<file path="config.mk">
export PLATFORM = sky130hd
export DESIGN_NAME = parallel_cmd_responder
export DESIGN_NICKNAME = d
export VERILOG_FILES = /design/src/rtl/parallel_cmd_responder.sv
export SDC_FILE = /design/constraint.sdc
export NUM_CORES = 1
export LEC_CHECK = 0
export ABC_AREA = 1
export CAP_MARGIN = 20
export CORE_MARGIN = 4
export CORE_UTILIZATION = 65
export DETAILED_ROUTE_END_ITERATION = 16
export DONT_BUFFER_PORTS = 1
export GPL_TIMING_DRIVEN = 1
export PLACE_DENSITY = 0.81
export SLEW_MARGIN = 20
export SYNTH_ARGS = -nofsm -noshare
export SYNTH_HDL_FRONTEND = slang
export SYNTH_SLANG_ARGS = --single-unit
</file>
<file path="constraint.sdc">
create_clock -name iCLK -period 4.6 [get_ports iCLK]
set_clock_uncertainty 0.1 [all_clocks]
set_input_delay 0.69 -clock iCLK [delete_from_list [all_inputs] [get_ports iCLK]]
set_output_delay 0.69 -clock iCLK [all_outputs]
set_load 0.005 [all_outputs]
</file>
<file path="src/rtl/parallel_cmd_responder.sv">
// ---------------------------------------------------------------------------
// parallel_cmd_responder
//
// Host-facing parallel command/response engine. The asynchronous host strobe,
// chip-select and data byte are synchronised into iCLK. A command byte selects
// one of NUM_CH sensor channels. The block then freezes a coherent snapshot of
// that channel and returns it as DATA_W/8 bytes, LSB-first or MSB-first.
//
// Optional build macro: PAR_CHECKSUM_EN
//   When defined, one extra checksum byte follows the data bytes. Its value is
//   the XOR of the command byte and every data byte.
//
// Ports:
//   iCLK, iRSTN   system clock, asynchronous active-low reset
//   iRP_CLK       host strobe (async); a rising edge while CS is low = strobe
//   iRP_CS        host chip select, active-low (async)
//   iRP_DATA      byte driven by the host
//   oRP_DATA      byte returned to the host (registered)
//   oRP_OE        drive enable for the oRP_DATA pins
//   iSAMPLE       packed channel samples, channel c at [c*DATA_W +: DATA_W]
//   iSAMPLE_VLD   per-channel sample-valid strobes
//   oCMD_CH       last accepted channel index
//   oBUSY         high while a transfer is in progress
//   oBAD_CMD      one-cycle pulse when a command byte is rejected
//   oTIMEOUT      one-cycle pulse when a transfer is aborted by the idle timer
// ---------------------------------------------------------------------------
module parallel_cmd_responder #(
  parameter int NUM_CH      = 3,
  parameter int DATA_W      = 16,
  parameter int TIMEOUT_CYC = 50000,
  parameter int SYNC_STAGES = 2
) (
  input  logic                                          iCLK,
  input  logic                                          iRSTN,
  input  logic                                          iRP_CLK,
  input  logic                                          iRP_CS,
  input  logic [7:0]                                    iRP_DATA,
  output logic [7:0]                                    oRP_DATA,
  output logic                                          oRP_OE,
  input  logic [NUM_CH*DATA_W-1:0]                      iSAMPLE,
  input  logic [NUM_CH-1:0]                             iSAMPLE_VLD,
  output logic [((NUM_CH > 1) ? $clog2(NUM_CH) : 1)-1:0] oCMD_CH,
  output logic                                          oBUSY,
  output logic                                          oBAD_CMD,
  output logic                                          oTIMEOUT
);

  localparam int NBYTES  = DATA_W / 8;
  localparam int CH_W    = (NUM_CH > 1) ? $clog2(NUM_CH) : 1;
  localparam int IDX_W   = (NBYTES > 1) ? $clog2(NBYTES) : 1;
  localparam int TO_W    = (TIMEOUT_CYC > 0) ? $clog2(TIMEOUT_CYC + 1) : 1;
  localparam bit TO_EN   = (TIMEOUT_CYC > 0);
  localparam int TO_LAST = TO_EN ? TIMEOUT_CYC - 1 : 0;

  typedef enum logic [1:0] {
    S_IDLE = 2'd0,
    S_SEND = 2'd1,
    S_SUM  = 2'd2
  } state_t;

  // Byte k of the transfer, counted in the order the host receives it.
  function automatic logic [7:0] byte_of(input logic [DATA_W-1:0] v,
                                         input int                k,
                                         input logic              msb_first);
    logic [DATA_W-1:0] shifted;
    int                pos;
    pos     = msb_first ? (NBYTES - 1 - k) : k;
    shifted = v >> (8 * pos);
    return shifted[7:0];
  endfunction

`ifdef PAR_CHECKSUM_EN
  function automatic logic [7:0] xor_bytes(input logic [DATA_W-1:0] v);
    logic [7:0] acc;
    acc = '0;
    for (int k = 0; k < NBYTES; k++) acc ^= v[k*8 +: 8];
    return acc;
  endfunction
`endif

  // -------------------------------------------------------------------------
  // Pin synchronisers. Strobe and CS chains reset to the inactive/high level
  // so that a host already holding its clock high at reset release is not
  // mistaken for a rising strobe edge.
  // -------------------------------------------------------------------------
  logic [SYNC_STAGES-1:0] clk_sync;
  logic [SYNC_STAGES-1:0] cs_sync;
  logic [7:0]             data_sync [SYNC_STAGES];
  logic                   clk_prev;

  // NOTE: sequential state uses non-blocking (<=) so every flop samples the
  // pre-edge value of its neighbours, which is what makes a shift chain work.
  always_ff @(posedge iCLK or negedge iRSTN) begin
    if (!iRSTN) begin
      clk_sync <= '1;
      cs_sync  <= '1;
      clk_prev <= 1'b1;
      for (int i = 0; i < SYNC_STAGES; i++) data_sync[i] <= '0;
    end else begin
      clk_sync     <= {clk_sync[SYNC_STAGES-2:0], iRP_CLK};
      cs_sync      <= {cs_sync[SYNC_STAGES-2:0], iRP_CS};
      data_sync[0] <= iRP_DATA;
      for (int i = 1; i < SYNC_STAGES; i++) data_sync[i] <= data_sync[i-1];
      clk_prev     <= clk_sync[SYNC_STAGES-1];
    end
  end

  logic       cs_high;
  logic       strobe;
  logic [7:0] rx_byte;

  assign cs_high = cs_sync[SYNC_STAGES-1];
  assign strobe  = clk_sync[SYNC_STAGES-1] & ~clk_prev & ~cs_high;
  assign rx_byte = data_sync[SYNC_STAGES-1];

  // -------------------------------------------------------------------------
  // Per-channel hold registers: always track the latest valid sample.
  // -------------------------------------------------------------------------
  logic [DATA_W-1:0] hold [NUM_CH];

  // NOTE: the hold array is cleared by reset because its contents are
  // host-visible; a read before the first sample must return zero.
  always_ff @(posedge iCLK or negedge iRSTN) begin
    if (!iRSTN) begin
      for (int c = 0; c < NUM_CH; c++) hold[c] <= '0;
    end else begin
      for (int c = 0; c < NUM_CH; c++) begin
        if (iSAMPLE_VLD[c]) hold[c] <= iSAMPLE[c*DATA_W +: DATA_W];
      end
    end
  end

  // Sample for the channel named in rx_byte, bypassing the hold register when
  // a fresh sample lands in the very cycle the command is accepted.
  logic [DATA_W-1:0] sel_sample;
  logic              cmd_valid;

  // NOTE: sel_sample gets a default before the loop so no path leaves it
  // unassigned, which would otherwise infer a latch.
  always_comb begin
    sel_sample = '0;
    for (int c = 0; c < NUM_CH; c++) begin
      if (int'(rx_byte[4:0]) == c) begin
        sel_sample = iSAMPLE_VLD[c] ? iSAMPLE[c*DATA_W +: DATA_W] : hold[c];
      end
    end
  end

  assign cmd_valid = rx_byte[7] & ~rx_byte[5] & (int'(rx_byte[4:0]) < NUM_CH);

  // -------------------------------------------------------------------------
  // Transfer FSM with registered outputs.
  // -------------------------------------------------------------------------
  state_t            state;
  logic [DATA_W-1:0] snapshot;
  logic [IDX_W-1:0]  byte_idx;
  logic              msb_first;
  logic [TO_W-1:0]   idle_cnt;
  logic              timeout_hit;
`ifdef PAR_CHECKSUM_EN
  logic [7:0]        sum_byte;
`endif

  assign timeout_hit = TO_EN && (int'(idle_cnt) == TO_LAST);

  always_ff @(posedge iCLK or negedge iRSTN) begin
    if (!iRSTN) begin
      state     <= S_IDLE;
      snapshot  <= '0;
      byte_idx  <= '0;
      msb_first <= 1'b0;
      idle_cnt  <= '0;
      oRP_DATA  <= '0;
      oRP_OE    <= 1'b0;
      oCMD_CH   <= '0;
      oBUSY     <= 1'b0;
      oBAD_CMD  <= 1'b0;
      oTIMEOUT  <= 1'b0;
`ifdef PAR_CHECKSUM_EN
      sum_byte  <= '0;
`endif
    end else begin
      oBAD_CMD <= 1'b0;
      oTIMEOUT <= 1'b0;
      case (state)
        S_IDLE: begin
          // Bytes without the marker bit are silently ignored.
          if (strobe && rx_byte[7]) begin
            if (cmd_valid) begin
              state     <= S_SEND;
              snapshot  <= sel_sample;
              oCMD_CH   <= rx_byte[CH_W-1:0];
              byte_idx  <= '0;
              msb_first <= rx_byte[6];
              idle_cnt  <= '0;
              oRP_DATA  <= byte_of(sel_sample, 0, rx_byte[6]);
              oRP_OE    <= 1'b1;
              oBUSY     <= 1'b1;
`ifdef PAR_CHECKSUM_EN
              sum_byte  <= rx_byte ^ xor_bytes(sel_sample);
`endif
            end else begin
              oBAD_CMD <= 1'b1;
            end
          end
        end

        S_SEND, S_SUM: begin
          // Priority: CS abort, then strobe, then idle timeout.
          if (cs_high) begin
            state    <= S_IDLE;
            oRP_DATA <= '0;
            oRP_OE   <= 1'b0;
            oBUSY    <= 1'b0;
          end else if (strobe) begin
            idle_cnt <= '0;
            if (state == S_SEND && int'(byte_idx) != NBYTES - 1) begin
              byte_idx <= byte_idx + IDX_W'(1);
              oRP_DATA <= byte_of(snapshot, int'(byte_idx) + 1, msb_first);
            end
`ifdef PAR_CHECKSUM_EN
            else if (state == S_SEND) begin
              state    <= S_SUM;
              oRP_DATA <= sum_byte;
            end
`endif
            else begin
              state    <= S_IDLE;
              oRP_DATA <= '0;
              oRP_OE   <= 1'b0;
              oBUSY    <= 1'b0;
            end
          end else if (timeout_hit) begin
            state    <= S_IDLE;
            oRP_DATA <= '0;
            oRP_OE   <= 1'b0;
            oBUSY    <= 1'b0;
            oTIMEOUT <= 1'b1;
          end else begin
            idle_cnt <= idle_cnt + TO_W'(1);
          end
        end

        default: begin
          state    <= S_IDLE;
          oRP_DATA <= '0;
          oRP_OE   <= 1'b0;
          oBUSY    <= 1'b0;
        end
      endcase
    end
  end

endmodule

</file>
# Word-level counts from Yosys, hierarchy flattened

Index checks and enable logic that the tools add are counted.

Register bits after elaboration: 118
Latch bits: 0
Bits in writable memories: 0
ROM bits: 0
Output and inout bits: 14
Logic and storage cells: 105
Memories: 0

Add/subtract/negate cells: 4
$mul: 0
Div/mod/pow operators: 0
$lt $le $gt $ge: 1
Equal/unequal tests: 13
Shifts and indexed selects: 2
Muxes and demuxes: 48
Bitwise operators: 8
Reduce and logical (&&, ||, !) cells: 11

Operators by type and width:

| cell                                                                  | number |
|---|---|
| 16-bit 2-to-1 mux                                                     | 11 |
| 8-bit 2-to-1 mux                                                      | 6 |
| 16-bit one-hot mux with 2 select lines                                | 1 |
| 16-bit by 32-bit right shift with 8-bit output                        | 1 |
| 29-bit 2-to-1 mux                                                     | 1 |
| 1-bit 2-to-1 mux                                                      | 19 |
| 16-bit by 1-bit adder with 16-bit output (second input constant)      | 1 |
| 16-bit by 15-bit == test with 1-bit output (second input constant)    | 1 |
| 8-bit one-hot mux with 2 select lines                                 | 1 |
| 16-bit by 4-bit right shift with 8-bit output                         | 1 |
| 2-bit 2-to-1 mux                                                      | 6 |
| 2-bit != test (second input constant)                                 | 5 |
| 4-bit != test (second input constant)                                 | 2 |
| 3-bit AND reduction                                                   | 2 |
| 6-bit AND reduction                                                   | 1 |
| 5-bit by 2-bit == test with 1-bit output (second input constant)      | 1 |
| 5-bit by 3-bit == test with 1-bit output (second input constant)      | 1 |
| 5-bit zero test                                                       | 1 |
| 5-bit by 2-bit < comparator with 1-bit output (second input constant) | 1 |
| 5-bit AND reduction                                                   | 1 |
| 1-bit AND                                                             | 4 |
| 1-bit inverter                                                        | 4 |
| 1-bit one-hot mux with 2 select lines                                 | 2 |
| 2-bit one-hot mux with 2 select lines                                 | 1 |
| 11 further kinds                                                      | 12 |

# Logic depth before layout (Yosys ltp)

Gate-level depths: netlist of run 1.

Depth in word-level cells: 8
Depth in mapped cells: 10
Gate-level depth less buffers: 10

# Worst setup path before layout of run 1

OpenSTA, ideal clock, no wires.

Kind: input to register
From: in iSAMPLE_VLD[0]
To: reg oRP_DATA[3]
Setup time: 0.077 ns
Arrival time: 1.569 ns
Data required time: 4.423 ns
Path slack: 2.853 ns
Cell stages on the path: 9
Cell sequence: buf_2 -> inv_1 -> buf_4 -> nand2_1 -> nand2_1 -> nand3_1 -> nand4_1 -> nand3_1 -> a21oi_1

Longest elaborated chain between the ends: 8

Ends and longest elaborated chain:

| item                                          | line | text |
|---|---|---|
| start, declared                               | 41   | `input logic [NUM_CH-1:0] iSAMPLE_VLD,` |
| 16-bit 2-to-1 mux                             | --   |  |
| 16-bit 2-to-1 mux (3 in series)               | 143  | `if (int'(rx_byte[4:0]) == c) begin` |
| 16-bit by 4-bit right shift with 8-bit output | 68   | `shifted = v >> (8 * pos);` |
| 8-bit 2-to-1 mux                              | 189  | `if (cmd_valid) begin` |
| 8-bit 2-to-1 mux                              | 188  | `if (strobe && rx_byte[7]) begin` |
| 8-bit one-hot mux with 2 select lines         | 185  | `case (state)` |
| end signal, assigned                          | 196  | `oRP_DATA <= byte_of(sel_sample, 0, rx_byte[6]);` |
| end signal, assigned                          | 219  | `oRP_DATA <= byte_of(snapshot, int'(byte_idx) + 1, msb_first);` |
| end, declared                                 | 38   | `output logic [7:0] oRP_DATA,` |

No other way between the ends. The select of a mux whose other input is x is not followed.
A chain may end at the register's enable or synchronous reset.

# Final worst setup path of run 1

From: reg clk_sync[1]
To: reg oCMD_CH[0] (netlist bit)

Longest elaborated chain between the ends: 4

Ends and longest elaborated chain:

| item                                 | line | text |
|---|---|---|
| start, declared                      | 86   | `logic [SYNC_STAGES-1:0] clk_sync;` |
| start signal, assigned               | 100  | `clk_sync <= {clk_sync[SYNC_STAGES-2:0], iRP_CLK};` |
| 1-bit AND (2 in series)              | 113  | `assign strobe = clk_sync[SYNC_STAGES-1] & ~clk_prev & ~cs_high;` |
| 1-bit logical AND                    | 188  |  |
| 3-bit AND reduction (no source line) | --   |  |
| end signal, assigned                 | 192  | `oCMD_CH <= rx_byte[CH_W-1:0];` |
| end, declared                        | 42   | `output logic [((NUM_CH > 1) ? $clog2(NUM_CH) : 1)-1:0] oCMD_CH,` |

No other way between the ends.

==> metrics.md, run 1 <==
| Metric | Value |
|---|---|
| First DRT Iteration DRCs | `about 430` |
| Min Tclk post-route | `~2.6 ns` |
| DRT antenna net count | `0` |
| Final Util | `roughly 76%` |
| Ranking of synthesized cells by area | `dfrtp_1 (52%), nand2_1 (15%), nand3_1 (7.4%)` |
| Highest Signal Layer | `met4` |
| Largest net degree at the start of global routing | `~120` |
| N_diodes | `0` |
| Drt drc | `0` |
| Post-synthesis cell type count | `32` |
| Post-CTS Setup Bufs | `0` |
| PD cells | `~440 nW/um2` |
| Area Overhead vs Synth | `11.52%` |
| Syn_nets | `between 700 and 800` |
| # port buffers | `0` |
| Vias | `4471` |
| Share of the synthesized area in the top cell type | `about half` |
| Initial Util | `68.31%` |
| Setup Viol. Count Final | `0` |
| Leading area contributor after synthesis | `dfrtp_1` |
| DIE HEIGHT | `roughly 99 um` |
| R2R depth | `7` |
| Worst Path Max Fanout | `34` |
| Dpl cell area | `between 5000 and 6000 um2` |
| HPWL after detailed placement | `between 8000 and 9000 um` |
| CTS Hold Bufs | `1` |
| GPL Wtd Cong | `~0.94` |
| Die area | `around 10000 um2` |
| Hold Path Class | `input pin to asynchronous set/reset pin` |
| Hold slack | `about 0.0038 ns` |
| Initial antenna violation count | `0` |
| Outcome | `completed` |
| FFs w/ async S/R, synth | `100.0%` |
| Cts bufs inserted | `17` |
| Final Hold Fails | `0` |
| Met2 WL post-DR | `6080 um` |
| Post-CTS sizing | `0` |
| Worst Path Arrival | `~2.9 ns` |
| Final #Nets | `just over 700` |
| CTS max path bufs | `2` |
| Period utilization | `between 50% and 60%` |
| Crit Path Class | `flip-flop to flip-flop` |
| Grt total ovfl | `0` |
| Worst path required time | `4.89 ns` |
| Vias/cell | `between 5 and 6` |
| Synthesized cell area | `around 5400 um2` |
| Lkg Pwr | `roughly 2.9 nW` |
| Num ports | `77` |
| Total track usage | `between 20% and 30%` |
| Max Slew Vio Count | `0` |
| Post-synth EDFFs | `0` |
| Total power | `around 0.0027 W` |
| DR pass1 iterations | `5` |
| Largest family of logic cells by synthesized area | `simple AND/OR/NAND/NOR gates` |
| WL per Instance | `approximately 17 um` |
| Simple-gate area share of the yosys netlist | `33.79%` |
| Die W | `~99 um` |
| Post-synthesis sequential area ratio | `about 54%` |
| Synthesized instance count | `649` |
| Post-Route WL | `12700 um` |
| Maximum vdd drop | `between 300 and 400 uV` |
| Max Clock Freq | `approximately 0.38 GHz` |
| First-pass GRT wire length | `approximately 21000 um` |
| Clock sinks | `~120` |
| CP startpoint kind | `flip-flop` |
| Total Neg Setup Slack | `0 ns` |
| Clk Latency, worst-skew pair | `between 0.5 and 0.6 ns` |
| Synth Area in Adders | `0.4645%` |
| WL met3 | `1085 um` |
| XOR/XNOR share of the synthesized area | `less than 1%` |
| Routed length on met1 | `between 5000 and 6000 um` |
| Core area | `7888 um2` |
| Vias in the first global route | `4452` |
| Crit. End Element | `flip-flop` |
| Most instantiated library cell after synthesis | `nand2_1` |
| Number of synthesized register bits | `116` |
| Synth warnings | `0` |
| Top FF cell, synth | `dfrtp_1` |
| RSZ-0062 raised after global routing | `false` |
| Mux contribution to synthesized area | `0%` |
| Max cap viols | `0` |
| Commonest cells in the netlist | `nand2_1 (220), dfrtp_1 (111), nand3_1 (80)` |
| Clock-pin transition on the worst setup and hold timing paths | `roughly 0.060 ns` |
| CTS tree | `built` |
| Root buf cell | `clkbuf_8` |
| CTS H-tree depth | `4` |
| Worst-margin pin slew | `roughly 0.83 ns` |
| Finished Cell Area | `roughly 6000 um2` |
| Compound-Gate Fraction of Synth Area | `roughly 4.8%` |
| Avg Inst Size Synth | `just over 8 um2` |
| Layout cell share with drive strength beyond 1 | `a little under a tenth` |
| Rows | `32` |
| Relative slew slack | `44.81%` |
==> cells by family after synthesis <==
family | after synthesis
AND/OR/NAND/NOR | 407
flip-flops | 116
AO/OA/AOI/OAI | 48
adder cells (fa/ha/maj) | 2
buffers and inverters | 71
XOR/XNOR | 5
==> sequential cells by signal, summed over array words and instances (netlist names) <==
register and cells:
idle_cnt 16, msb_first 1, oTIMEOUT 1, oRP_DATA 8, snapshot 16, oCMD_CH 2, byte_idx 1, data_sync 8
oBAD_CMD 1, clk_sync 2, oBUSY 1, clk_prev 1, rx_byte 8, cs_sync 2, hold 48
==> path summary, 6_finish.rpt <==
kind | start | end | slack, ns
max in group asynchronous | iRSTN | clk_prev | 3.96
min | iRSTN | hold[47] | 0.004
max | clk_sync[1] | oCMD_CH[0] | 1.99
min reg2reg | data_sync[11] | rx_byte[3] | 0.25
min in group iCLK | iRP_CS | cs_sync[0] | 0.06
max reg2reg | clk_sync[1] | oCMD_CH[0] | 1.99
==> metal layers <==
layer  vias up  global-route usage [%]
li1       2110                       -
met1      2123                   36.00
met2       202                   44.16
met3        36                   9.342
met4         0                   10.61
met5         -                       0
==> through the flow <==
stage                     setup WS [ns]  instances
after floorplan                   2.853        649
after global placement            2.162        723
after detailed placement          2.016        723
after CTS                         1.985        756
after global routing              1.702        756
final                             1.989        756
==> cell usage in the layout (no fill, tap or decap) <==
master      count
inv_2           6
clkinv_2        1
inv_1          36
dfstp_2         5
a21oi_1         8
dfrtp_1       111
or2_2           3
xor2_1          5
nand3_4         1
or2_1           1
nor2_1         43
and2_1          1
buf_16          1
nand2_2         4
nand4_1        37
nor3_1          5
nand2_1       220
nand3b_1        1
or2_0           1
nor2_4          4
bufinv_16       4
nor2_2          2
inv_6           3
ha_1            2
o21a_1          8
clkbuf_16      16
nor4_1          1
clkbuf_8        2
o21ai_1         6
clkinvlp_4      3
clkinv_1        1
o21ai_0        26
clkinv_4        3
nand3_2         3
nand3_1        80
==> power by group <==
part	internal [W]	switching (W)	leakage, nW
Combinational	0.0000441	0.000106	1.15
Clock	0.000900	0.000494	0.298
Sequential	0.00109	0.0000334	1.40
Total	0.00203	0.000633	2.85
==> critical path: stages (launching register included) <==
cell,delay [ns]
dfstp_2,0.54
nand3_1,0.48
nor2_1,0.28
nand2_2,0.11
nor2_4,0.53
inv_1,0.24
nand2_1,0.10
o21ai_0,0.08
==> layout make-up <==
class,instances,area [um2]
clock inverters,14,200.2
multi-input cells,462,2155
flip-flops and latches,116,2909
inverters,43,161.4
fillers,550,1879
clock buffers,18,427.9
repair buffers,1,27.53
well taps,102,127.6
Note: power is estimated with default switching activity, not from simulation.
==> run 2: changes to the inputs <==
--- a/config.mk
+++ b/config.mk
@@ -8,11 +8,11 @@
 export ABC_AREA = 1
 export CAP_MARGIN = 20
 export CORE_MARGIN = 4
-export CORE_UTILIZATION = 65
+export CORE_UTILIZATION = 57
 export DETAILED_ROUTE_END_ITERATION = 16
 export DONT_BUFFER_PORTS = 1
 export GPL_TIMING_DRIVEN = 1
-export PLACE_DENSITY = 0.81
+export PLACE_DENSITY = 0.75
 export SLEW_MARGIN = 20
 export SYNTH_ARGS = -nofsm -noshare
 export SYNTH_HDL_FRONTEND = slang
==> constraint.sdc (replaced) <==
create_clock -name iCLK -period 2.33 [get_ports iCLK]
set_clock_uncertainty 0.1 [all_clocks]
set_input_delay 0.3495 -clock iCLK [delete_from_list [all_inputs] [get_ports iCLK]]
set_output_delay 0.3495 -clock iCLK [all_outputs]
set_load 0.005 [all_outputs]
==> run 2 against run 1 <==
Sequential share of layout area fell by 4.4 points. Critical endpoint is now oRP_DATA[1]. Sequential power rose by 98%. Via count rose by 3.3%. The flow now finishes with violations (hold timing). Register-to-register slack got worse by 1.6 ns. Total power rose by 87%. Clock power rose by 73%. Critical path depth rose by 1. Setup slack got worse by 1.8 ns. Global-route usage fell by 1.7 points.
==> metrics.md, run 2 (synthesis results as in run 1) <==
| Metric | Value |
|---|---|
| Clock-pin transition on the worst setup and hold timing paths | `0.06 ns (about the same)` |
| Initial Util | `58.31% (was 68.31%)` |
| Psw | `0.001224 W (was 0.0006327 W)` |
| DIE HEIGHT | `105.2 um (was 99.04 um)` |
| Initial antenna violation count | `0 (unchanged)` |
| CP startpoint kind | `input pin (was flip-flop)` |
| Largest net degree at the start of global routing | `117 (unchanged)` |
| Drt drc | `0 (unchanged)` |
| Final #Nets | `773 (was 706)` |
| HPWL after detailed placement | `8869 um (was 8550 um)` |
| Comb power frac | `7.1% (was 5.6%)` |
| Commonest non-fill, non-tap cell in the layout | `nand2_1 (unchanged)` |
| Most frequent cells in the layout | `nand2_1 (220), dfrtp_1 (111), nand3_1 (80) (unchanged)` |
| Post-Route WL | `13510 um (was 12700 um)` |
| R2R depth | `10 (was 7)` |
| Crit. End Element | `flip-flop (unchanged)` |
| Die area | `11070 um2 (was 9809 um2)` |
| PD cells | `753.6 nW/um2 (was 444.0 nW/um2)` |
| Core area | `9240 um2 (was 7888 um2)` |
| Vias in the first global route | `4717 (was 4452)` |
| GPL Wtd Cong | `0.9096 (was 0.9400)` |
| Die W | `105.2 um (was 99.04 um)` |
| Hold Path Class | `input pin to asynchronous set/reset pin (unchanged)` |
| CTS max path bufs | `2 (unchanged)` |
| Clock sinks | `116 (unchanged)` |
| Seq pwr share | `44.6% (was 42.1%)` |
| First-pass GRT wire length | `22850 um (was 21360 um)` |
| Lkg Pwr | `3.095 nW (was 2.851 nW)` |
| First DRT Iteration DRCs | `460 (was 432)` |
| Final Hold Fails | `116 (was 0)` |
| # port buffers | `0 (unchanged)` |
| Vias | `4618 (was 4471)` |
| Post-CTS Setup Bufs | `0 (unchanged)` |
| Clock power frac | `48.3% (was 52.2%)` |
| Worst Path Arrival | `2.50 ns (was 2.90 ns)` |
| Area Overhead vs Synth | `22.60% (was 11.52%)` |
| Period utilization | `slightly above 90%` |
| Failing checks | `hold timing` |
| CTS Hold Bufs | `61 (was 1)` |
| DR pass1 iterations | `5 (unchanged)` |
| N_diodes | `0 (unchanged)` |
| Setup Viol. Count Final | `0 (unchanged)` |
| CTS H-tree depth | `4 (unchanged)` |
| Total track usage | `26.23% (was 27.95%)` |
| Filler cells | `653 (was 550)` |
| Max Clock Freq | `roughly 0.46 GHz` |
| Worst-margin pin slew | `0.5787 ns (was 0.8278 ns)` |
| Cts bufs inserted | `17 (unchanged)` |
| CTS tree | `built (unchanged)` |
| Vias/cell | `5.433 (was 5.914)` |
| Max cap viols | `0 (unchanged)` |
| Register name with the most flops | `hold (unchanged)` |
| Finished Cell Area | `6605 um2 (was 6008 um2)` |
| DRT antenna net count | `0 (unchanged)` |
| Crit Path Class | `input pin to flip-flop (was flip-flop to flip-flop)` |
| Total Neg Setup Slack | `0 ns (unchanged)` |
| Rows | `35 (was 32)` |
| Cell-internal power | `0.003754 W (was 0.002035 W)` |
| RSZ-0062 raised after global routing | `false (unchanged)` |
| Root buf cell | `clkbuf_8 (unchanged)` |
| Dpl cell area | `5434 um2 (was 5348 um2)` |
| Grt total ovfl | `0 (unchanged)` |
| Hold slack | `-0.5766 ns (was 0.003825 ns)` |
| Outcome | `finished, violations left (was completed)` |
| Relative slew slack | `61.29% (was 44.81%)` |
| Maximum vdd drop | `529.9 uV (was 361.7 uV)` |
| Max reg flops | `48 (unchanged)` |
| Layout cell share with drive strength beyond 1 | `9.293% (was 9.327%)` |
| Num ports | `77 (unchanged)` |
| Sw Ratio | `24.59% (was 23.72%)` |
| Worst Path Max Fanout | `17 (was 34)` |
| Biggest regs | `hold x48, idle_cnt x16, snapshot x16 (unchanged)` |
| Clk Latency, worst-skew pair | `0.52 ns (was 0.53 ns)` |
| Max Slew Vio Count | `0 (unchanged)` |
| Min Tclk post-route | `around 2.2 ns` |
| Worst path required time | `2.67 ns (was 4.89 ns)` |
| WL per Instance | `15.90 um (was 16.80 um)` |
-- run 2: cell types whose count changed in the layout (fill, tap and decap cells not counted), sizes merged --
cell / change
buf: +6
bufinv: -3
clkinv: +1
clkinvlp: +2
dlygate4sd3: +60
dlymetal6s4s: +1
-- run 2: cell type report --
class,instances,area (um2),area share [%]
tap,129,161.4,2.444
multi-input combinational,462,2150,32.54
clock inverter,14,130.1,1.970
clock buffer,18,427.9,6.478
sequential,116,2909,44.04
inverter,43,161.4,2.444
timing repair buffer,68,665.6,10.08
-- run 2: worst max-delay path, stage by stage --
cell and delay [ns]:
dlygate4sd3_1 0.91, nand2_1 0.10, dlygate4sd3_1 0.58, nand2_1 0.09, nand3_1 0.10, nand4_1 0.12
nand3_1 0.11, a21oi_1 0.14
-- run 2: path summary, 6_finish.rpt --
path	from	end	slack (ns)
worst min-delay path	iRSTN	hold[36]	-0.58
max in group asynchronous	iRSTN	clk_sync[0]	2.48
worst max register to register	clk_prev	idle_cnt[7]	0.34
min in group iCLK	iSAMPLE_VLD[0]	hold[35]	0.14
worst min register to register	data_sync[15]	rx_byte[7]	0.25
worst max-delay path	iSAMPLE_VLD[1]	oRP_DATA[1]	0.17
-- run 2: layer usage --
layer	track usage, %	wire [um]
met5	0	0
met4	8.997	306
met3	7.287	918
met2	41.67	6552
met1	34.86	5737
-- run 2: power groups by stage --
stage	logic (W)	clock network, W	registers [W]
2_1_floorplan	0.000214	0	0.00223
6_report	0.000352	0.00241	0.00222
3_3_place_gp	0.000241	0	0.00225
4_1_cts	0.000345	0.00244	0.00222
3_5_place_dp	0.000251	0	0.00225
5_1_grt	0.000397	0.00255	0.00223
-- run 2: timing repair --
item                                    CTS  global route
hold endpoints to repair                174           116
resized for setup                         0             1
endpoints found under the setup margin    0             1
-- run 2: per-stage QoR --
stage	utilization, %	power (W)	setup slack [ns]	hold WS (ns)	instances
final	71.48	0.004978	0.1727	-0.5766	850
after global routing	71.48	0.005179	0.08435	-0.6070	850
after CTS	71.46	0.005001	0.1635	-0.5876	850
after detailed placement	58.81	0.002505	0.3808	-0.04231	757
after global placement	58.81	0.002490	0.4556	-0.04147	757
after floorplan	-	0.002443	0.7522	-0.04609	649
==> run 3: changes to the inputs <==
--- a/config.mk
+++ b/config.mk
@@ -8,11 +8,10 @@
 export ABC_AREA = 1
 export CAP_MARGIN = 20
 export CORE_MARGIN = 4
-export CORE_UTILIZATION = 57
+export CORE_UTILIZATION = 40
 export DETAILED_ROUTE_END_ITERATION = 16
 export DONT_BUFFER_PORTS = 1
 export GPL_TIMING_DRIVEN = 1
-export PLACE_DENSITY = 0.75
 export SLEW_MARGIN = 20
 export SYNTH_ARGS = -nofsm -noshare
 export SYNTH_HDL_FRONTEND = slang
==> run 3 against run 2 <==
The run still ends with hold timing left. Maximum frequency grew 0.72%. Setup slack improved by 0.015 ns. Sequential power about the same. Flip-flop and latch count stayed put. Via count decreased by 2.4%. Final area grew 1.1%. Clock power is 15% higher. Non-clock buffer count decreased by 7. Register-to-register slack worse by 0.06 ns. Critical path depth stayed put. First-iteration DRC count down 24%. Clock-buffer cell count grew 2. Critical path type unchanged. Largest cell class unchanged.
==> metrics.md, run 3 (synthesis results as in run 1) <==
| Metric | Value |
|---|---|
| Vias in the first global route | `4461 (was 4717)` |
| Commonest non-fill, non-tap cell in the layout | `nand2_1 (unchanged)` |
| Drt drc | `0 (unchanged)` |
| Core area | `13190 um2 (was 9240 um2)` |
| Post-CTS Setup Bufs | `0 (unchanged)` |
| Worst Path Arrival | `2.37 ns (was 2.50 ns)` |
| PD cells | `796.4 nW/um2 (was 753.6 nW/um2)` |
| Outcome | `finished, violations left (unchanged)` |
| Biggest regs | `hold x48, idle_cnt x16, snapshot x16 (unchanged)` |
| Max reg flops | `48 (unchanged)` |
| Maximum vdd drop | `585.6 uV (was 529.9 uV)` |
| Lkg Pwr | `3.099 nW (was 3.095 nW)` |
| N_diodes | `0 (unchanged)` |
| Area Overhead vs Synth | `23.92% (was 22.60%)` |
| Most frequent cells in the layout | `nand2_1 (220), dfrtp_1 (111), nand3_1 (80) (unchanged)` |
| Crit. End Element | `flip-flop (unchanged)` |
| Max Clock Freq | `0.4669 GHz (was 0.4636 GHz)` |
| Cts bufs inserted | `17 (unchanged)` |
| Min Tclk post-route | `2.142 ns (was 2.157 ns)` |
| DP Worst Slack | `0.2934 ns (was 0.3808 ns)` |
| Vias | `4508 (was 4618)` |
| Worst-margin pin slew | `0.5874 ns (was 0.5787 ns)` |
| Die W | `124.1 um (was 105.2 um)` |
| Setup Viol. Count Final | `0 (unchanged)` |
| Max Slew Vio Count | `0 (unchanged)` |
| Period utilization | `91.93% (was 92.59%)` |
| Register name with the most flops | `hold (unchanged)` |
| Setup WS post-layout | `0.1881 ns (was 0.1727 ns)` |
| Worst path required time | `2.56 ns (was 2.67 ns)` |
| Total track usage | `19.33% (was 26.23%)` |
| Crit-path slowest cell | `dlygate4sd3_1 (unchanged)` |
| WL per Instance | `15.49 um (was 15.90 um)` |
| CP peak stage delay | `0.77 ns (was 0.91 ns)` |
| Buffers & Inverters on Critical Path | `2 (unchanged)` |
| Layout cell share with drive strength beyond 1 | `8.964% (was 9.293%)` |
| DRT antenna net count | `0 (unchanged)` |
| RSZ-0062 raised after global routing | `false (unchanged)` |
| Die area | `15390 um2 (was 11070 um2)` |
| HPWL after detailed placement | `9344 um (was 8869 um)` |
| First DRT Iteration DRCs | `349 (was 460)` |
| DIE HEIGHT | `124.1 um (was 105.2 um)` |
| CTS Hold Bufs | `55 (was 61)` |
| CP delay by family, top | `buffers and inverters (unchanged)` |
| Total Neg Setup Slack | `0 ns (unchanged)` |
| Initial antenna violation count | `0 (unchanged)` |
| Vias/cell | `5.065 (was 5.433)` |
| Clock-pin transition on the worst setup and hold timing paths | `0.05 ns (was 0.06 ns)` |
| Failing checks | `hold timing (unchanged)` |
| Root buf cell | `clkbuf_16 (was clkbuf_8)` |
| Rows | `42 (was 35)` |
| CP startpoint kind | `input pin (unchanged)` |
| Cells along the critical path | `dlygate4sd3_1 -> nand2_1 -> dlygate4sd3_1 -> nand2_1 -> nand3_1 -> nand4_1 -> nand3_1 -> a21oi_1 (unchanged)` |
| CTS H-tree depth | `4 (unchanged)` |
| Clk Latency, worst-skew pair | `0.42 ns (was 0.52 ns)` |
| Crit Path Class | `input pin to flip-flop (unchanged)` |
| Largest net degree at the start of global routing | `117 (unchanged)` |
| Initial Util | `40.85% (was 58.31%)` |
| Hold slack | `-0.4633 ns (was -0.5766 ns)` |
| CTS max path bufs | `2 (unchanged)` |
| Num ports | `77 (unchanged)` |
| Final Hold Fails | `116 (unchanged)` |
| Post-Route WL | `13780 um (was 13510 um)` |
| Hold Path Class | `input pin to asynchronous set/reset pin (unchanged)` |
| CTS tree | `built (unchanged)` |
| Clock sinks | `116 (unchanged)` |
| # port buffers | `0 (unchanged)` |
| DR pass1 iterations | `5 (unchanged)` |
| Grt total ovfl | `0 (unchanged)` |
| Worst Path Max Fanout | `12 (was 17)` |
| Final Util | `50.62% (was 71.48%)` |
| GPL Wtd Cong | `0.8934 (was 0.9096)` |
| Final #Nets | `766 (was 773)` |
| Max cap viols | `0 (unchanged)` |
| Relative slew slack | `60.84% (was 61.29%)` |
| First-pass GRT wire length | `22380 um (was 22850 um)` |
-- run 3: per-layer routing --
| metal | wire length (um) | GRT usage [%] | vias to the layer above |
|---|---|---|---|
| li1 | - | - | 2226 |
| met5 | 0 | 0 | - |
| met3 | 740 | 4.995 | 34 |
| met2 | 6265 | 29.16 | 124 |
| met1 | 6400 | 26.37 | 2124 |
| met4 | 376 | 8.487 | 0 |
-- run 3: what timing repair did --
item,in CTS,in global routing
hold endpoints to repair,166,116
gates resized for setup,0,1
setup endpoints to repair,0,1
-- run 3: power by group --
| group | internal [W] | switching (W) |
|---|---|---|
| clock network | 0.00182 | 0.000939 |
| logic | 0.000145 | 0.000197 |
| registers | 0.00215 | 0.0000640 |
-- run 3: final cells by class --
type | instances | area (um2)
timing repair buffer | 61 | 610.6
fill | 1199 | 6514
tap | 176 | 220.2
clock inverter | 12 | 178.9
clock buffer | 20 | 446.7
sequential | 116 | 2909
inverter | 43 | 161.4
multi-input combinational | 462 | 2150
-- run 3: path summary, 6_finish.rpt --
| kind | from | to | slack (ns) | cells after the start |
|---|---|---|---|---|
| max | iSAMPLE_VLD[1] | oRP_DATA[3] | 0.19 | 8 |
| min | iRSTN | idle_cnt[14] | -0.46 | 0 |
| max reg2reg | clk_sync[1] | idle_cnt[14] | 0.28 | 8 |
| min reg2reg | data_sync[10] | rx_byte[2] | 0.24 | 0 |
| max in group asynchronous | iRSTN | clk_prev | 2.34 | 0 |
| min in group iCLK | iSAMPLE_VLD[1] | hold[29] | 0.01 | 2 |
-- run 3: through the flow --
stage	hold WS, ns	power, W	area (um2)	std cells
6_report	-0.4633	0.005317	6676	890
5_1_grt	-0.4847	0.005516	6676	890
4_1_cts	-0.4920	0.005369	6674	890
3_5_place_dp	-0.03878	0.002514	5498	803
3_3_place_gp	-0.03894	0.002504	5498	803
2_1_floorplan	-0.04609	0.002443	5388	649
-- run 3: worst register-to-register path: cells and delay by family, from the launching register on --
kind / cells / cell delay, ns
and+or+nand+nor: 7 / 1.11
DFF: 1 / 0.53
buffers and inverters: 1 / 0.26
